===== config.mk =====
export PLATFORM = sky130hd
export DESIGN_NAME = mux2_sel_reg
export DESIGN_NICKNAME = d
export VERILOG_FILES = /design/src/rtl/mux2_sel_reg_pkg.sv /design/src/rtl/mux2_sel_reg_cell.sv /design/src/rtl/mux2_sel_reg.sv
export SDC_FILE = /design/constraint.sdc
export NUM_CORES = 1
export LEC_CHECK = 0
export CORE_ASPECT_RATIO = 0.5
export CORE_MARGIN = 2
export CORE_UTILIZATION = 37
export CTS_CLUSTER_SIZE = 14
export DETAILED_ROUTE_END_ITERATION = 16
export GPL_TIMING_DRIVEN = 1
export HOLD_SLACK_MARGIN = 0.05
export PLACE_DENSITY = 0.82
export REMOVE_ABC_BUFFERS = 1
export SLEW_MARGIN = 15
export SYNTH_ARGS = -nofsm -noshare
export SYNTH_HDL_FRONTEND = slang
export SYNTH_SLANG_ARGS = --single-unit

===== constraint.sdc =====
create_clock -name clk -period 1.82 [get_ports clk]
set_clock_uncertainty 0.1 [all_clocks]
set_input_delay 0.364 -clock clk [delete_from_list [all_inputs] [get_ports clk]]
set_output_delay 0.364 -clock clk [all_outputs]
set_load 0.01 [all_outputs]

===== src/rtl/mux2_sel_reg_pkg.sv =====
// mux2_sel_reg_pkg
//   Shared constants for the 2:1 selector block.
//   DATA_W : default datapath word width.
package mux2_sel_reg_pkg;
  localparam int DATA_W = 64;
endpackage


===== src/rtl/mux2_sel_reg_cell.sv =====
// mux2_cell
//   1-bit combinational 2:1 mux, the leaf of every selector in this block.
//   i0  : value passed when sel=0
//   i1  : value passed when sel=1
//   sel : select
//   out : (i1 & sel) | (i0 & ~sel)
module mux2_cell (
  input  logic i0,
  input  logic i1,
  input  logic sel,
  output logic out
);
  // The (i0 & i1) consensus term is logically redundant. It lets an unknown
  // sel resolve to the shared value when both inputs agree.
  assign out = (i1 & sel) | (i0 & ~sel) | (i0 & i1);
endmodule


===== src/rtl/mux2_sel_reg.sv =====
// mux2_sel_reg
//   Word and bit 2:1 selectors. Each has a combinational output and a
//   registered copy. The registers share one load enable.
//   clk, rst_n      : clock, asynchronous active-low reset
//   i0, i1, sel     : word inputs and select; out = sel ? i1 : i0
//   out_q           : registered out
//   bi0, bi1, bsel  : bit inputs and select; bout = bsel ? bi1 : bi0
//   bout_q          : registered bout
//   en              : load enable for out_q and bout_q
module mux2_sel_reg
  import mux2_sel_reg_pkg::*;
#(
  parameter int WIDTH = DATA_W
) (
  input  logic             clk,
  input  logic             rst_n,
  input  logic [WIDTH-1:0] i0,
  input  logic [WIDTH-1:0] i1,
  input  logic             sel,
  output logic [WIDTH-1:0] out,
  output logic [WIDTH-1:0] out_q,
  input  logic             bi0,
  input  logic             bi1,
  input  logic             bsel,
  output logic             bout,
  output logic             bout_q,
  input  logic             en
);

  // Word path: one cell per bit, all driven by the same select.
  for (genvar g = 0; g < WIDTH; g++) begin : g_word
    mux2_cell u_cell (
      .i0  (i0[g]),
      .i1  (i1[g]),
      .sel (sel),
      .out (out[g])
    );
  end

  mux2_cell u_bit (
    .i0  (bi0),
    .i1  (bi1),
    .sel (bsel),
    .out (bout)
  );

  always_ff @(posedge clk or negedge rst_n) begin
    if (!rst_n) begin
      out_q  <= '0;
      bout_q <= 1'b0;
    end else if (en) begin
      out_q  <= out;
      bout_q <= bout;
    end
  end

endmodule


==> results.sh, run 1 <==
export IMPL_syn_area_mm2=0.004188
export IMPL_irDropWorstVdd_mv=0.4734
export IMPL_tightest_slew_ns=0.3305
export IMPL_maxCapViolCount=0
export IMPL_cts_tree="yes"
export IMPL_antenna_found_initial=0
export IMPL_power_density_mw_per_mm2=752.0
export IMPL_place_gp_congestion=0.7793
export IMPL_grt_pass1_vias=3270
export IMPL_drive_above_1_share=0.3989
export IMPL_antenna_left=0
export IMPL_min_path_type="in -> async"
export IMPL_grt_overflow_total=0
export IMPL_rsz0062_at_grt="no"
export IMPL_grt_first_pass_wirelength_um=18980
export IMPL_leakagePower_nw=3.434
export IMPL_hpwl_um=10140
export IMPL_die_area_mm2=0.01224
export IMPL_hold_worst_slack_ns=0.3719
export IMPL_hold_viol=0
export IMPL_die_y_um=79.23
export IMPL_syn_inst=273
export IMPL_critical_path_arrival_ns=1.35
export IMPL_status="finished, final reports clean"
export IMPL_drcViolationCount=0
export IMPL_crit_type="in -> out"
export IMPL_cp_required_ns=1.36
export IMPL_period_share=0.9945
export IMPL_diodes=0
export IMPL_slew_headroom=0.7796
export IMPL_cts_sinks=65
export IMPL_ys_warn_count=0
export IMPL_crit_path_start_kind="primary input"
export IMPL_yosys_area_top_type="mux2_4"
export IMPL_core_mm2=0.01101
export IMPL_finalWirelength_um=12810
export IMPL_fin_area_mm2=0.007283
export IMPL_syn2layout_area_growth_pct=73.92
export IMPL_worstSkewPairLatency_ns=0.32
export IMPL_synth_area_leaders="mux2_4, dfrtp_1, buf_4"
export IMPL_numCtsBuffers=9
export IMPL_die_x_um=154.5
export IMPL_row_count=27
export IMPL_place_area_mm2=0.006898
export IMPL_io_pins=265
export IMPL_clock_fmax_ghz=0.5525
export IMPL_drtPass1Iterations=4
export IMPL_cts_max_path_buffers=2
export IMPL_grt_max_degree=55
export IMPL_wl_per_cell_um=18.59
export IMPL_layout_nets=675
export IMPL_synth_top_area_frac=0.4302
export IMPL_avgSynthCellArea_um2=15.34
export IMPL_htreeDepth=3
export IMPL_portBuffers=264
export IMPL_cp_max_fo=2
export IMPL_cts_root_buf="clkbuf_16"
export IMPL_grt_usage=0.2067
export IMPL_path_clk_slew_ns=0.05
export IMPL_initial_utilization=0.3803
export IMPL_ys_ff_latch=65
export IMPL_ys_types=7
export IMPL_setup_viol=0
export IMPL_drtIter0Drc=81
export IMPL_finalMaxSlewViolations=0
export IMPL_ys_seq_area_frac=0.3884
export IMPL_num_vias=3015
export IMPL_endpoint_kind="output port"
export IMPL_avgViaCountPerCell=4.376
export IMPL_period_minus_slack_ns=1.810
==> cells in the mapped netlist (all sizes together) <==
cell / n
mux2: 130
dfrtp: 65
buf: 78
==> metal layers <==
| metal | wire [um] | global-route usage | vias to the layer above |
|---|---|---|---|
| met5 | 0 | 0 | - |
| met4 | 252 | 0.06111 | 0 |
| met3 | 237 | 0.03985 | 21 |
| met2 | 7227 | 0.3929 | 37 |
| met1 | 5090 | 0.2385 | 1536 |
| li1 | - | - | 1421 |
==> power breakdown <==
part	leakage, nW	internal, mW	total (mW)	switching, mW
registers	0.760	1.63	1.74	0.107
logic	2.51	1.22	1.84	0.616
clock network	0.162	1.30	1.90	0.597
total	3.43	4.16	5.48	1.32
==> through the flow <==
stage | setup TNS (ns) | setup WS, ns | std cells | utilization | power (mW)
after floorplan | 0 | 0.6268 | 195 | - | 2.391
after global placement | -13.09 | -0.2925 | 668 | 0.6263 | 3.619
after detailed placement | -13.35 | -0.2813 | 668 | 0.6263 | 3.648
after CTS | -0.01947 | -0.01947 | 687 | 0.6563 | 5.517
after global routing | 0 | 0.0001281 | 689 | 0.6613 | 5.704
final | 0 | 0.01006 | 689 | 0.6613 | 5.477
==> flip-flops by register name, summed over array words and instances (netlist names) <==
| register | count |
|---|---|
| out_q | 64 |
| bout_q | 1 |
==> timing repair <==
item / CTS / global route
hold buffers: 1 / 0
buffers inserted: 2 / 1
gates cloned: 1 / 1
hold endpoints to repair: 11 / 0
gates resized for setup: 90 / 18
setup endpoints to repair: 65 / 19
==> placed cells by master (no fill, tap or decap), drive strengths merged <==
| master | synthesis | routed |
|---|---|---|
| dfrtp | 65 | 65 |
| mux2 | 130 | 130 |
| dlygate4sd2 | 0 | 39 |
| buf | 78 | 72 |
| bufinv | 0 | 2 |
| clkdlybuf4s50 | 0 | 192 |
| dlygate4sd3 | 0 | 1 |
| clkbuf | 0 | 14 |
| clkdlybuf4s15 | 0 | 29 |
==> critical path: stages <==
cell	delay [ns]
clkdlybuf4s50_1	0.42
mux2_4	0.28
dlygate4sd2_1	0.29
==> kinds of logic after synthesis <==
| kind of cell | Yosys count | synth area share |
|---|---|---|
| buf+inv | 78 | 0.1545 |
| flops | 65 | 0.3884 |
| mux | 130 | 0.4571 |
==> worst paths after layout <==
check	slack (ns)	depth (start not counted)	start	endpoint
setup / recovery	0.01	3	i1[9]	out[9]
hold / removal	0.37	2	rst_n	bout_q
setup reg to reg	0.91	1	out_q[31]	out_q[31]
hold reg to reg	0.40	1	out_q[63]	out_q[63]
max in group asynchronous	0.64	3	rst_n	out_q[52]
min in group clk	0.40	2	en	out_q[30]
==> layout make-up <==
class / count / area [um2]
multi-input cells: 130 / 1914
fillers: 833 / 3730
flip-flops and latches: 65 / 1627
clock inverters: 2 / 60.06
repair buffers: 334 / 3231
well taps: 145 / 181.4
clock buffers: 13 / 270.3
Note: power is estimated with default switching activity, not from simulation.
==> run 2, diff against run 1 <==
--- a/config.mk
+++ b/config.mk
@@ -11,7 +11,6 @@
 export CTS_CLUSTER_SIZE = 14
 export DETAILED_ROUTE_END_ITERATION = 16
 export GPL_TIMING_DRIVEN = 1
-export HOLD_SLACK_MARGIN = 0.05
 export PLACE_DENSITY = 0.82
 export REMOVE_ABC_BUFFERS = 1
 export SLEW_MARGIN = 15
==> results of run 2 <==
The final DEF is identical to that of run 1; final timing and power are the same.
==> run 3, diff against run 2 <==
--- a/config.mk
+++ b/config.mk
@@ -7,11 +7,12 @@
 export LEC_CHECK = 0
 export CORE_ASPECT_RATIO = 0.5
 export CORE_MARGIN = 2
-export CORE_UTILIZATION = 37
+export CORE_UTILIZATION = 34
 export CTS_CLUSTER_SIZE = 14
 export DETAILED_ROUTE_END_ITERATION = 16
 export GPL_TIMING_DRIVEN = 1
-export PLACE_DENSITY = 0.82
+export HOLD_SLACK_MARGIN = 0.08
+export PLACE_DENSITY = 0.79
 export REMOVE_ABC_BUFFERS = 1
 export SLEW_MARGIN = 15
 export SYNTH_ARGS = -nofsm -noshare
==> constraint.sdc (replaced) <==
create_clock -name clk -period 1.6 [get_ports clk]
set_clock_uncertainty 0.1 [all_clocks]
set_input_delay 0.32 -clock clk [delete_from_list [all_inputs] [get_ports clk]]
set_output_delay 0.32 -clock clk [all_outputs]
set_load 0.01 [all_outputs]
==> run 3 against run 2 <==
- critical path depth unchanged
- hold slack lost 0.059 ns
- die area grew 8.5%
- core utilization fell by 6.6 points
- routed wire length grew 9.2%
- clock-buffer cell count did not move
- non-clock buffer count increased by 6
- cell count grew 3.8%
- sequential cell count unchanged
- combinational power is 8% higher
- sequential share of layout area up 0.59 points
- setup slack got worse by 0.0055 ns
- critical endpoint is now out[60]
==> results.sh, run 3 (synthesized netlist as in run 1, its figures left out) <==
export IMPL_status="finished, final reports clean"
export IMPL_power_density_mw_per_mm2=819.7
export IMPL_io_pins=265
export IMPL_antenna_found_initial=0
export IMPL_die_area_mm2=0.01327
export IMPL_tightest_slew_ns=0.2775
export IMPL_crit_type="in -> out"
export IMPL_final_cell_mix="mux2_4, clkdlybuf4s50_1, dlygate4sd2_1, buf_4, dfrtp_1"
export IMPL_grt_pass1_vias=3250
export IMPL_critical_path_arrival_ns=1.18
export IMPL_crit_path_start_kind="primary input"
export IMPL_drcViolationCount=0
export IMPL_period_share=0.9971
export IMPL_worstSkewPairLatency_ns=0.32
export IMPL_regMostFlops="out_q"
export IMPL_place_gp_congestion=0.8034
export IMPL_row_count=28
export IMPL_final_util=0.5957
export IMPL_fin_cells=715
export IMPL_endpoint_kind="output port"
export IMPL_final_common_cell="mux2_4"
export IMPL_drtPass1Iterations=4
export IMPL_syn2layout_area_growth_pct=69.44
export IMPL_cp_required_ns=1.18
export IMPL_top_regs="out_q x64, bout_q x1"
export IMPL_cts_tree="yes"
export IMPL_period_minus_slack_ns=1.595
export IMPL_cts_root_buf="clkbuf_16"
export IMPL_die_x_um=161.0
export IMPL_grt_usage=0.1994
export IMPL_leakagePower_nw=3.606
export IMPL_slew_headroom=0.8150
export IMPL_reg2reg_depth=1
export IMPL_finalSetupTns_ns=0
export IMPL_path_clk_slew_ns=0.05
export IMPL_antenna_left=0
export IMPL_cts_sinks=65
export IMPL_grt_first_pass_wirelength_um=19690
export IMPL_avgViaCountPerCell=4.285
export IMPL_rsz0062_at_grt="no"
export IMPL_finalMaxSlewViolations=0
export IMPL_layout_nets=681
export IMPL_cp_max_fo=2
export IMPL_num_vias=3064
export IMPL_portBuffers=264
export IMPL_maxCapViolCount=0
export IMPL_htreeDepth=3
export IMPL_hpwl_um=11000
export IMPL_wl_per_cell_um=19.56
export IMPL_setup_viol=0
export IMPL_largest_reg_flops=64
export IMPL_core_mm2=0.01191
export IMPL_drive_above_1_share=0.5218
export IMPL_min_path_type="in -> async"
export IMPL_totalPowerFinal_mw=5.816
export IMPL_grt_overflow_total=0
export IMPL_initial_utilization=0.3516
export IMPL_cts_max_path_buffers=2
export IMPL_drtIter0Drc=112
export IMPL_diodes=0
export IMPL_clock_fmax_ghz=0.6268
export IMPL_numCtsBuffers=9
export IMPL_die_y_um=82.48
export IMPL_irDropWorstVdd_mv=0.5870
export IMPL_placed_cells=689
export IMPL_hold_viol=0
export IMPL_grt_max_degree=49
export IMPL_finalWirelength_um=13990
-- run 3: cell types whose count changed in the layout (fill, tap and decap cells not counted), sizes merged --
| cell | change |
|---|---|
| bufinv | -2 |
| dlymetal6s2s | +8 |
| buf | +70 |
| clkdlybuf4s50 | -80 |
| dlygate4sd2 | +37 |
| clkdlybuf4s15 | -29 |
| clkinvlp | +1 |
| clkinv | +1 |
-- run 3: worst max-delay path: stages --
cell and delay (ns):
clkdlybuf4s50_1 0.42, mux2_4 0.30, buf_2 0.14
-- run 3: final cells by class --
| class | instances | area [um2] |
|---|---|---|
| fillers | 1006 | 4816 |
| repair buffers | 340 | 3054 |
| multi-input cells | 130 | 1926 |
| flip-flops and latches | 65 | 1627 |
| clock buffers | 13 | 270.3 |
| well taps | 165 | 206.4 |
| clock inverters | 2 | 12.51 |
-- run 3: power by group --
part | internal [mW] | leakage (nW) | switching [mW] | total [mW]
sequential | 1.85 | 0.760 | 0.116 | 1.97
clock | 1.16 | 0.138 | 0.701 | 1.87
combinational | 1.25 | 2.71 | 0.732 | 1.98
-- run 3: layer usage --
layer | up-vias | global-route usage | wire length (um) | share of wire
met1 | 1569 | 0.2389 | 5742 | 0.41
met5 | - | 0 | 0 | 0
met3 | 20 | 0.04096 | 287 | 0.021
met4 | 0 | 0.06607 | 299 | 0.021
met2 | 43 | 0.3674 | 7655 | 0.55
li1 | 1432 | - | - | -
-- run 3: worst paths after layout --
| kind | to | from | slack [ns] |
|---|---|---|---|
| worst min-delay path | out_q[0] | rst_n | 0.31 |
| min in group clk | out_q[62] | i0[62] | 0.33 |
| worst min register to register | out_q[61] | out_q[61] | 0.40 |
| max in group asynchronous | out_q[58] | rst_n | 0.53 |
| worst max-delay path | out[60] | i0[60] | 0.005 |
| worst max register to register | out_q[26] | out_q[26] | 0.70 |
-- run 3: what timing repair did --
action | 4_1_cts | 5_1_grt
resized for setup | 350 | 20
endpoints found under the hold margin | 8 | 0
endpoints found under the setup margin | 130 | 17
buffers inserted | 5 | 2
hold buffers | 1 | 0
cloned | 2 | 1
-- run 3: through the flow --
stage	setup slack (ns)	area, um2	hold WS, ns
2_1_floorplan	0.4508	3541	-0.07559
3_3_place_gp	-0.4188	6955	0.1188
3_5_place_dp	-0.4248	6955	0.1110
4_1_cts	-0.005402	6973	0.3102
5_1_grt	0.0005654	7096	0.3359
6_report	0.004594	7096	0.3131
